**src/rtl/cursor_pkg.sv**
```systemverilog
// Shared constants and types for the cursor painter and its framebuffer stage.
package cursor_pkg;
    localparam int H_RES   = 640;
    localparam int V_RES   = 480;
    localparam int ADDR_W  = 19;
    localparam int COLOR_W = 12;
    localparam int COORD_W = 11;
    localparam int SIZE_W  = 7;
    localparam int CMP_W   = COORD_W + 1;

    typedef struct packed {
        logic [COORD_W-1:0] x;
        logic [COORD_W-1:0] y;
        logic [COLOR_W-1:0] color;
        logic               drop;
        logic               last;
    } s1_entry_t;

    // One extra bit so cursor+SIZE-1 cannot wrap back into the screen.
    function automatic logic [CMP_W-1:0] cmp_ext(input logic [COORD_W-1:0] v);
        return {1'b0, v};
    endfunction
endpackage

```
**src/rtl/fb_addr_calc.sv**
```systemverilog
// Registered framebuffer address y*H_RES + x, truncated to ADDR_W bits.
module fb_addr_calc
    import cursor_pkg::*;
(
    input  logic               clock,
    input  logic               reset,
    input  logic               load,
    input  logic [COORD_W-1:0] x,
    input  logic [COORD_W-1:0] y,
    output logic [ADDR_W-1:0]  addr_q
);
    logic [ADDR_W-1:0] addr_d;
    logic [ADDR_W-1:0] x_w;
    logic [ADDR_W-1:0] y_w;

    // y*640 as y*512 + y*128; the address holds while the stage is stalled.
    always_comb begin
        x_w    = ADDR_W'(x);
        y_w    = ADDR_W'(y);
        addr_d = addr_q;
        if (load) begin
            addr_d = (y_w << 4'd9) + (y_w << 4'd7) + x_w;
        end else begin
            addr_d = addr_q;
        end
    end

    // Address register
    always_ff @(posedge clock) begin
        if (reset) begin
            addr_q <= {ADDR_W{1'b0}};
        end else begin
            addr_q <= addr_d;
        end
    end
endmodule

```
**src/rtl/grava_cursor_fb.sv**
```systemverilog
// Two-stage scan-to-framebuffer writer with clipping and square_done.
// Optional CURSOR_BORDER_ONLY_EN: write only the outline of the cursor square.
module grava_cursor_fb
    import cursor_pkg::*;
(
    input  logic               clock,
    input  logic               reset,
    input  logic [COORD_W-1:0] x_coord,
    input  logic [COORD_W-1:0] y_coord,
    input  logic               coord_valid,
    output logic               coord_ready,
    input  logic [COORD_W-1:0] x_cursor,
    input  logic [COORD_W-1:0] y_cursor,
    input  logic [SIZE_W-1:0]  SIZE,
    input  logic [COLOR_W-1:0] color,
    output logic [ADDR_W-1:0]  mem_addr,
    output logic [COLOR_W-1:0] mem_data,
    output logic               mem_we,
    input  logic               mem_ready,
    output logic               square_done
);
    localparam logic [CMP_W-1:0] H_LIMIT = CMP_W'(H_RES);
    localparam logic [CMP_W-1:0] V_LIMIT = CMP_W'(V_RES);

    logic               s1_valid_q, s1_valid_d;
    s1_entry_t          s1_q, s1_d;
    logic               s2_valid_q, s2_valid_d;
    logic [COLOR_W-1:0] s2_data_q, s2_data_d;
    logic               s2_drop_q, s2_drop_d;
    logic               s2_last_q, s2_last_d;

    logic s2_retire, s2_advance, s1_advance, accept;
    logic [CMP_W-1:0] x_ext, y_ext, x_end, y_end;
    logic drop, last, outline;

    // Handshake: a dropped entry retires at once, a write waits for mem_ready.
    always_comb begin
        s2_retire   = s2_valid_q && (s2_drop_q || mem_ready);
        s2_advance  = !s2_valid_q || s2_retire;
        s1_advance  = s1_valid_q && s2_advance;
        coord_ready = !s1_valid_q || s2_advance;
        accept      = coord_valid && coord_ready;
        square_done = s2_retire && s2_last_q;
    end

    // Per-pixel flags and next state of both stages.
    always_comb begin
        x_ext = cmp_ext(x_coord);
        y_ext = cmp_ext(y_coord);
        x_end = cmp_ext(x_cursor) + {5'd0, SIZE} - 12'd1;
        y_end = cmp_ext(y_cursor) + {5'd0, SIZE} - 12'd1;
`ifdef CURSOR_BORDER_ONLY_EN
        outline = (x_ext == cmp_ext(x_cursor)) || (x_ext == x_end) ||
                  (y_ext == cmp_ext(y_cursor)) || (y_ext == y_end);
`else
        outline = 1'b1;
`endif
        drop = (x_ext >= H_LIMIT) || (y_ext >= V_LIMIT) || (SIZE == 7'd0) || !outline;
        last = (SIZE != 7'd0) && (x_ext == x_end) && (y_ext == y_end);

        s1_valid_d = s1_valid_q;
        s1_d       = s1_q;
        if (accept) begin
            s1_valid_d = 1'b1;
            s1_d       = '{x: x_coord, y: y_coord, color: color, drop: drop, last: last};
        end else if (s1_advance) begin
            s1_valid_d = 1'b0;
        end else begin
            s1_valid_d = s1_valid_q;
        end

        s2_valid_d = s2_valid_q;
        s2_data_d  = s2_data_q;
        s2_drop_d  = s2_drop_q;
        s2_last_d  = s2_last_q;
        if (s1_advance) begin
            s2_valid_d = 1'b1;
            s2_data_d  = s1_q.color;
            s2_drop_d  = s1_q.drop;
            s2_last_d  = s1_q.last;
        end else if (s2_retire) begin
            s2_valid_d = 1'b0;
        end else begin
            s2_valid_d = s2_valid_q;
        end
    end

    // Pipeline registers
    always_ff @(posedge clock) begin
        if (reset) begin
            s1_valid_q <= 1'b0;
            s1_q       <= '{x: 11'd0, y: 11'd0, color: 12'd0, drop: 1'b0, last: 1'b0};
            s2_valid_q <= 1'b0;
            s2_data_q  <= 12'd0;
            s2_drop_q  <= 1'b0;
            s2_last_q  <= 1'b0;
        end else begin
            s1_valid_q <= s1_valid_d;
            s1_q       <= s1_d;
            s2_valid_q <= s2_valid_d;
            s2_data_q  <= s2_data_d;
            s2_drop_q  <= s2_drop_d;
            s2_last_q  <= s2_last_d;
        end
    end

    fb_addr_calc u_addr (
        .clock  (clock),
        .reset  (reset),
        .load   (s1_advance),
        .x      (s1_q.x),
        .y      (s1_q.y),
        .addr_q (mem_addr)
    );

    assign mem_data = s2_data_q;
    assign mem_we   = s2_valid_q && !s2_drop_q;
endmodule

```
**config.mk**
```make
export PLATFORM = sky130hd
export DESIGN_NAME = grava_cursor_fb
export DESIGN_NICKNAME = d
export VERILOG_FILES = /design/src/rtl/cursor_pkg.sv /design/src/rtl/fb_addr_calc.sv /design/src/rtl/grava_cursor_fb.sv
export SDC_FILE = /design/constraint.sdc
export NUM_CORES = 1
export LEC_CHECK = 0
export CELL_PAD_IN_SITES_DETAIL_PLACEMENT = 1
export CELL_PAD_IN_SITES_GLOBAL_PLACEMENT = 2
export CORE_UTILIZATION = 29
export DETAILED_ROUTE_END_ITERATION = 16
export GPL_TIMING_DRIVEN = 0
export MAX_ROUTING_LAYER = met4
export PLACE_DENSITY = 0.82
export SLEW_MARGIN = 20
export SYNTH_ARGS = -nofsm -noshare
export SYNTH_HDL_FRONTEND = slang
export SYNTH_SLANG_ARGS = --single-unit
```
**constraint.sdc**
```tcl
create_clock -name clock -period 4.6 [get_ports clock]
set_input_delay 1.38 -clock clock [delete_from_list [all_inputs] [get_ports clock]]
set_output_delay 1.38 -clock clock [all_outputs]
set_load 0.005 [all_outputs]
```
==> out/metrics.cfg, run 1 <==
[cells_and_area]
drive_gt1_frac = 0.0537
final_nets = 827
diodes = 0
area_growth_pct = 34.1

[critical_path]
rrSetupSlack_ns = 1.97
critPathRequiredTime_ns = 4.88
cp_max_fo = 3
cp_num_buf_inv = 3
path_class = input pin to flop
slowest_stage = clkdlybuf4s50_1
r2r-start = s1_q[16]$_SDFFE_PP0P_
critical-path-top-delay-family = simple AND/OR/NAND/NOR gates
r2r-end = u_addr.addr_q[17]$_SDFFE_PP0P_
cp-startpoint = SIZE[1]
endpoint = s1_q[0]$_SDFFE_PP0P_
worst-path-stages = 13
critPathMaxStageDelay_ns = 0.49
critPathArrivalTime_ns = 4.61
crit_path_end_kind = flop
startpoint_type = input pin
cp_cell_sequence = clkdlybuf4s50_1 > inv_1 > ha_1 > inv_1 > ha_1 > fa_1 > a211oi_1 > nor3_1 > nor4b_2 > nand4b_1 > nor4_1 > nand4_1 > nand2_1
reg2reg_depth = 9

[yosys]
yosys_warnings = 0
yosysMostFrequentCell = nand2_1
yosysSeqAreaShare = 0.306
synth-edff-count = 0
synth_area_um2 = 4640
synth.area.top_cells = dfxtp_1 (31%), ha_1 (14%), nand2_1 (11%)
synthMuxAreaShare = 0.00889
synth_fa_ha_area_frac = 0.164
synth_common_cells = nand2_1 (133), a21oi_1 (75), dfxtp_1 (71), inv_1 (63), ha_1 (53)
yosys.area_share.simple = 0.204
avgSynthCellArea_um2 = 7.85
ys.flop_type = dfxtp_1
yosys.area.top_type_share = 0.306
synth_largest_area_cell = dfxtp_1
synth-compound-area-share = 0.175
synthArstFlopShare = 0
synth.distinct_cells = 58
synth_cells = 592
ys_ff_latch = 71
synth_nets = 717
synth-xor-area-share = 0.0717
synth_top_family_by_area = simple AND/OR/NAND/NOR gates

[run]
max_cap_violations = 0

[timing]
hold_violations = 0
min_period_ns = 4.33
maxSlewViolCount = 0
finalSetupViolCount = 0
finalCritPeriodShare = 0.941
max_freq_ghz = 0.231
fin_skew_ns = 0.00710
slew_headroom = 0.597
tns_ns = 0
rsz0062_at_grt = no
worst_slew_pin_slew_ns = 0.604

[clocking]
cts_root_buf = clkbuf_16
htree_levels = 3
cts_setup_buffers = 0
cts_inserted_buffers = 9
max-clock-path-buffers = 2
clock_sinks = 71
cts_tree = yes
clock_latency_ns = 0.34
path_clk_slew_ns = 0.06

[global_routing]
grt_max_degree = 14
overflow = 0
grt_pass1_vias = 4566
grt_use_total = 0.180
antenna_found_initial = 0
grt_pass1_wl_um = 22500

[power]
leakagePower_uw = 0.00263
total_power_uw = 1910
max-vdd-ir-drop_mv = 0.154
p_per_area_nw_per_um2 = 306

[min_path]
hp-class = flop to flop
whs_path_depth = 2

[routing]
wirelength_um = 13700
drc = 0
dr.pass1.iters = 4
detail-route-antenna-nets = 0
num_vias = 4363
viasPerCell = 4.75
wl_per_cell_um = 14.9
drt-initial-drc-count = 130

[placement]
dp.final_hpwl_um = 11400
routabilityCongestion = 0.804
numPortBuffers = 99

[floorplanning]
die_w_um = 129
start_util = 0.301
die_area_um2 = 16500
ios = 101
die_h_um = 129
fp.coreArea_um2 = 15400
rows = 45

[run_status]
status = finished, final reports clean

[sequential cells by signal, summed over array words and instances, names as in the netlist]
signal         flops
s2_last_q          1
s2_drop_q          1
s1_q              36
s2_valid_q         1
mem_data          12
u_addr.addr_q     19
s1_valid_q         1
[cells in the final DEF, fill, tap and decap left out, types with 6 or more instances in the layout]
cell / count
a211oi_1: 8
a21oi_1: 75
and3_1: 6
clkbuf_1: 18
clkbuf_16: 9
clkdlybuf4s50_1: 99
dfxtp_1: 71
ha_1: 53
inv_1: 63
nand2_1: 133
nand3_1: 15
nand4_1: 6
nor2_1: 11
nor3_1: 10
o21ai_0: 8
xnor2_1: 20
xor2_1: 18
[layout make-up]
| class | count | area, um^2 |
|---|---|---|
| fill | 1903 | 9200 |
| multi-input combinational | 436 | 2900 |
| sequential | 71 | 1420 |
| timing repair buffer | 99 | 991 |
| tap | 211 | 264 |
| inverter | 63 | 236 |
| clock buffer | 9 | 225 |
| clock inverter | 7 | 96.3 |
| buffer | 22 | 90.1 |
[repair_timing]
| action | in CTS | in global routing |
|---|---|---|
| endpoints found under the setup margin | 0 | 1 |
| resized for setup | 0 | 1 |
| hold buffers | 0 | 0 |
[worst min-delay path, cell delays in order (launching register included)]
cell,delay (ns)
dfxtp_1,0.30
nand2_1,0.05
a21oi_1,0.05
[report_power, final]
group,total [uW],internal (uW),switching [uW]
sequential,662,644,18.6
clock,749,475,274
combinational,494,234,260
total,1910,1350,553
[worst min path at each step]
stage | from | endpoint | slack, ns
2_1_floorplan | s1_q[0]$_SDFFE_PP0P_ | s1_q[0]$_SDFFE_PP0P_ | 0.43
3_3_place_gp | s1_q[8]$_SDFFE_PP0P_ | mem_data[6]$_SDFFE_PP0P_ | 0.44
3_5_place_dp | u_addr.addr_q[8]$_SDFFE_PP0P_ | u_addr.addr_q[8]$_SDFFE_PP0P_ | 0.45
4_1_cts | u_addr.addr_q[8]$_SDFFE_PP0P_ | u_addr.addr_q[8]$_SDFFE_PP0P_ | 0.46
5_1_grt | s1_q[5]$_SDFFE_PP0P_ | mem_data[3]$_SDFFE_PP0P_ | 0.47
6_report | u_addr.addr_q[16]$_SDFFE_PP0P_ | u_addr.addr_q[16]$_SDFFE_PP0P_ | 0.45
[logic make-up after synthesis]
group                    count (synthesis)
AO/OA/AOI/OAI                          127
XOR/XNOR                                38
multiplexers                             4
AND/OR/NAND/NOR                        209
flip-flops                              71
adder cells (fa/ha/maj)                 58
buffers and inverters                   85
[routing by layer]
metal / GRT usage / vias up / wire length [um] / share of wire
met3: 0.0229 / 18 / 562 / 0.041
met2: 0.311 / 106 / 6680 / 0.49
li1: - / 2234 / - / -
met1: 0.211 / 2005 / 6240 / 0.45
met4: 0.0720 / 0 / 231 / 0.017
met5: - / - / 0 / 0
[stage by stage]
stage | hold slack (ns) | worst slack, ns | instance area (um^2) | utilization | instances
CTS | 0.455 | 0.0123 | 6220 | 0.403 | 918
global route | 0.472 | 0.0426 | 6230 | 0.404 | 918
finish | 0.452 | 0.272 | 6230 | 0.404 | 918
floorplan | 0.430 | 0.969 | 4640 | - | 592
detailed placement | 0.447 | -0.329 | 5900 | 0.382 | 902
global placement | 0.436 | -0.115 | 5900 | 0.382 | 902
Note: power is estimated with default switching activity, not from simulation.
==> inputs of run 2 (changes only) <==
--- a/config.mk
+++ b/config.mk
@@ -11,7 +11,7 @@
 export DETAILED_ROUTE_END_ITERATION = 16
 export GPL_TIMING_DRIVEN = 0
 export MAX_ROUTING_LAYER = met4
-export PLACE_DENSITY = 0.82
+export PLACE_DENSITY_LB_ADDON = 0.15
 export SLEW_MARGIN = 20
 export SYNTH_ARGS = -nofsm -noshare
 export SYNTH_HDL_FRONTEND = slang
==> run 2 against run 1 <==
  * Core utilization is 0.065 points lower
  * Fmax is 1.7% lower
  * Sequential share of layout area hardly changed
  * Setup slack worse by 0.075 ns
  * Final cell count is 0.11% lower
  * Register-to-register slack better by 0.03 ns
==> out/metrics.cfg, run 2 (synthesized netlist as in run 1, its figures left out) <==
[global_routing]
overflow = 0
grt_pass1_wl_um = 22300
grt_use_total = 0.180
grt_pass1_vias = 4457
antenna_found_initial = 0
grt_max_degree = 13

[routing]
num_vias = 4306
detail-route-antenna-nets = 0
drc = 0
drt-initial-drc-count = 123
wl_per_cell_um = 14.7
dr.pass1.iters = 4
wirelength_um = 13500
viasPerCell = 4.70

[run_status]
status = finished, final reports clean

[timing]
finalSetupViolCount = 0
slew_headroom = 0.608
maxSlewViolCount = 0
hold_violations = 0
max_freq_ghz = 0.227
worst_slew_pin_slew_ns = 0.588
finalCritPeriodShare = 0.957
fin_skew_ns = 0.00537
setup_ws_ns = 0.197
tns_ns = 0
min_period_ns = 4.40
rsz0062_at_grt = no

[clocking]
clock_sinks = 71
clock_latency_ns = 0.33
path_clk_slew_ns = 0.06
cts_setup_buffers = 0
max-clock-path-buffers = 2
cts_root_buf = clkbuf_16
htree_levels = 3
cts_tree = yes
hold_buffers = 0
cts_inserted_buffers = 9

[cells_and_area]
num-fill-cells = 1903
drive_gt1_frac = 0.0524
area_growth_pct = 33.9
diodes = 0
final_nets = 827
seq_area_um2 = 1420
final_area_um2 = 6220
top_register = s1_q
final_common_cell = nand2_1
multi_input_area_um2 = 2900
largest_reg_flops = 36
layout_common_cells = nand2_1 (133), clkdlybuf4s50_1 (99), a21oi_1 (75)

[floorplanning]
start_util = 0.301
die_h_um = 129
die_w_um = 129
rows = 45
die_area_um2 = 16500
fp.coreArea_um2 = 15400
ios = 101

[critical_path]
path_class = input pin to flop
crit_path_end_kind = flop
critPathArrivalTime_ns = 4.68
critPathRequiredTime_ns = 4.88
cp_max_fo = 3
startpoint_type = input pin

[min_path]
hp-class = flop to flop

[placement]
placed_area_um2 = 5900
numPortBuffers = 99
dp.final_hpwl_um = 11300
place_ws_ns = -0.405
routabilityCongestion = 0.813

[run]
max_cap_violations = 0

[power]
p_per_area_nw_per_um2 = 303
leakagePower_uw = 0.00263
max-vdd-ir-drop_mv = 0.202
total_power_uw = 1880

==> run 2: cell count changes in the layout (fill, tap and decap cells not counted) <==
cell and change:
inv_6 -1, clkinvlp_4 -2, clkinv_2 +1, clkinv_4 +1
==> run 2: through the flow <==
stage	std cells	hold slack [ns]	utilization
final	917	0.451	0.403
after global routing	917	0.469	0.403
after CTS	917	0.457	0.403
after detailed placement	902	0.449	0.382
after global placement	902	0.437	0.382
after floorplan	592	0.430	-
==> run 2: layer usage <==
layer  part of all wire  up-vias  GRT usage
li1                   -     2235          -
met4              0.011        0     0.0498
met5                  0        -          -
met3              0.029        9     0.0270
met2               0.50       77      0.321
met1               0.46     1985      0.208
==> run 2: power by group <==
part	internal (uW)	leakage [uW]	total, uW	switching [uW]
Clock	470	0.000151	728	258
Sequential	644	0.000581	662	18.7
Combinational	234	0.00190	492	258
Total	1350	0.00263	1880	535
==> run 2: area by class of cell <==
class                   count  area share
repair buffers             99       0.159
clock inverters             6      0.0139
inverters                  63      0.0380
multi-input cells         436       0.467
clock buffers               9      0.0362
well taps                 211      0.0425
plain buffers              22      0.0145
flip-flops and latches     71       0.229
==> run 2: critical path: stages <==
cell	delay (ns)
clkdlybuf4s50_1	0.48
inv_1	0.08
ha_1	0.28
inv_1	0.04
ha_1	0.22
fa_1	0.43
a211oi_1	0.32
nor3_1	0.12
nor4b_2	0.42
nand4b_1	0.22
nor4_1	0.41
nand4_1	0.18
nand2_1	0.09
==> run 2: timing repair <==
| action | CTS | global route |
|---|---|---|
| endpoints found under the setup margin | 1 | 0 |
| gates resized for setup | 1 | 0 |
| hold endpoints to repair | 0 | 0 |
==> run 2: worst paths after layout <==
| path | end | start | slack (ns) | cells after the start |
|---|---|---|---|---|
| setup / recovery | s1_q[0]$_SDFFE_PP0P_ | SIZE[1] | 0.20 | 13 |
| hold / removal | mem_data[4]$_SDFFE_PP0P_ | s1_q[6]$_SDFFE_PP0P_ | 0.45 | 2 |
| setup reg to reg | u_addr.addr_q[17]$_SDFFE_PP0P_ | s1_q[16]$_SDFFE_PP0P_ | 2.00 | 9 |
| hold reg to reg | mem_data[4]$_SDFFE_PP0P_ | s1_q[6]$_SDFFE_PP0P_ | 0.45 | 2 |
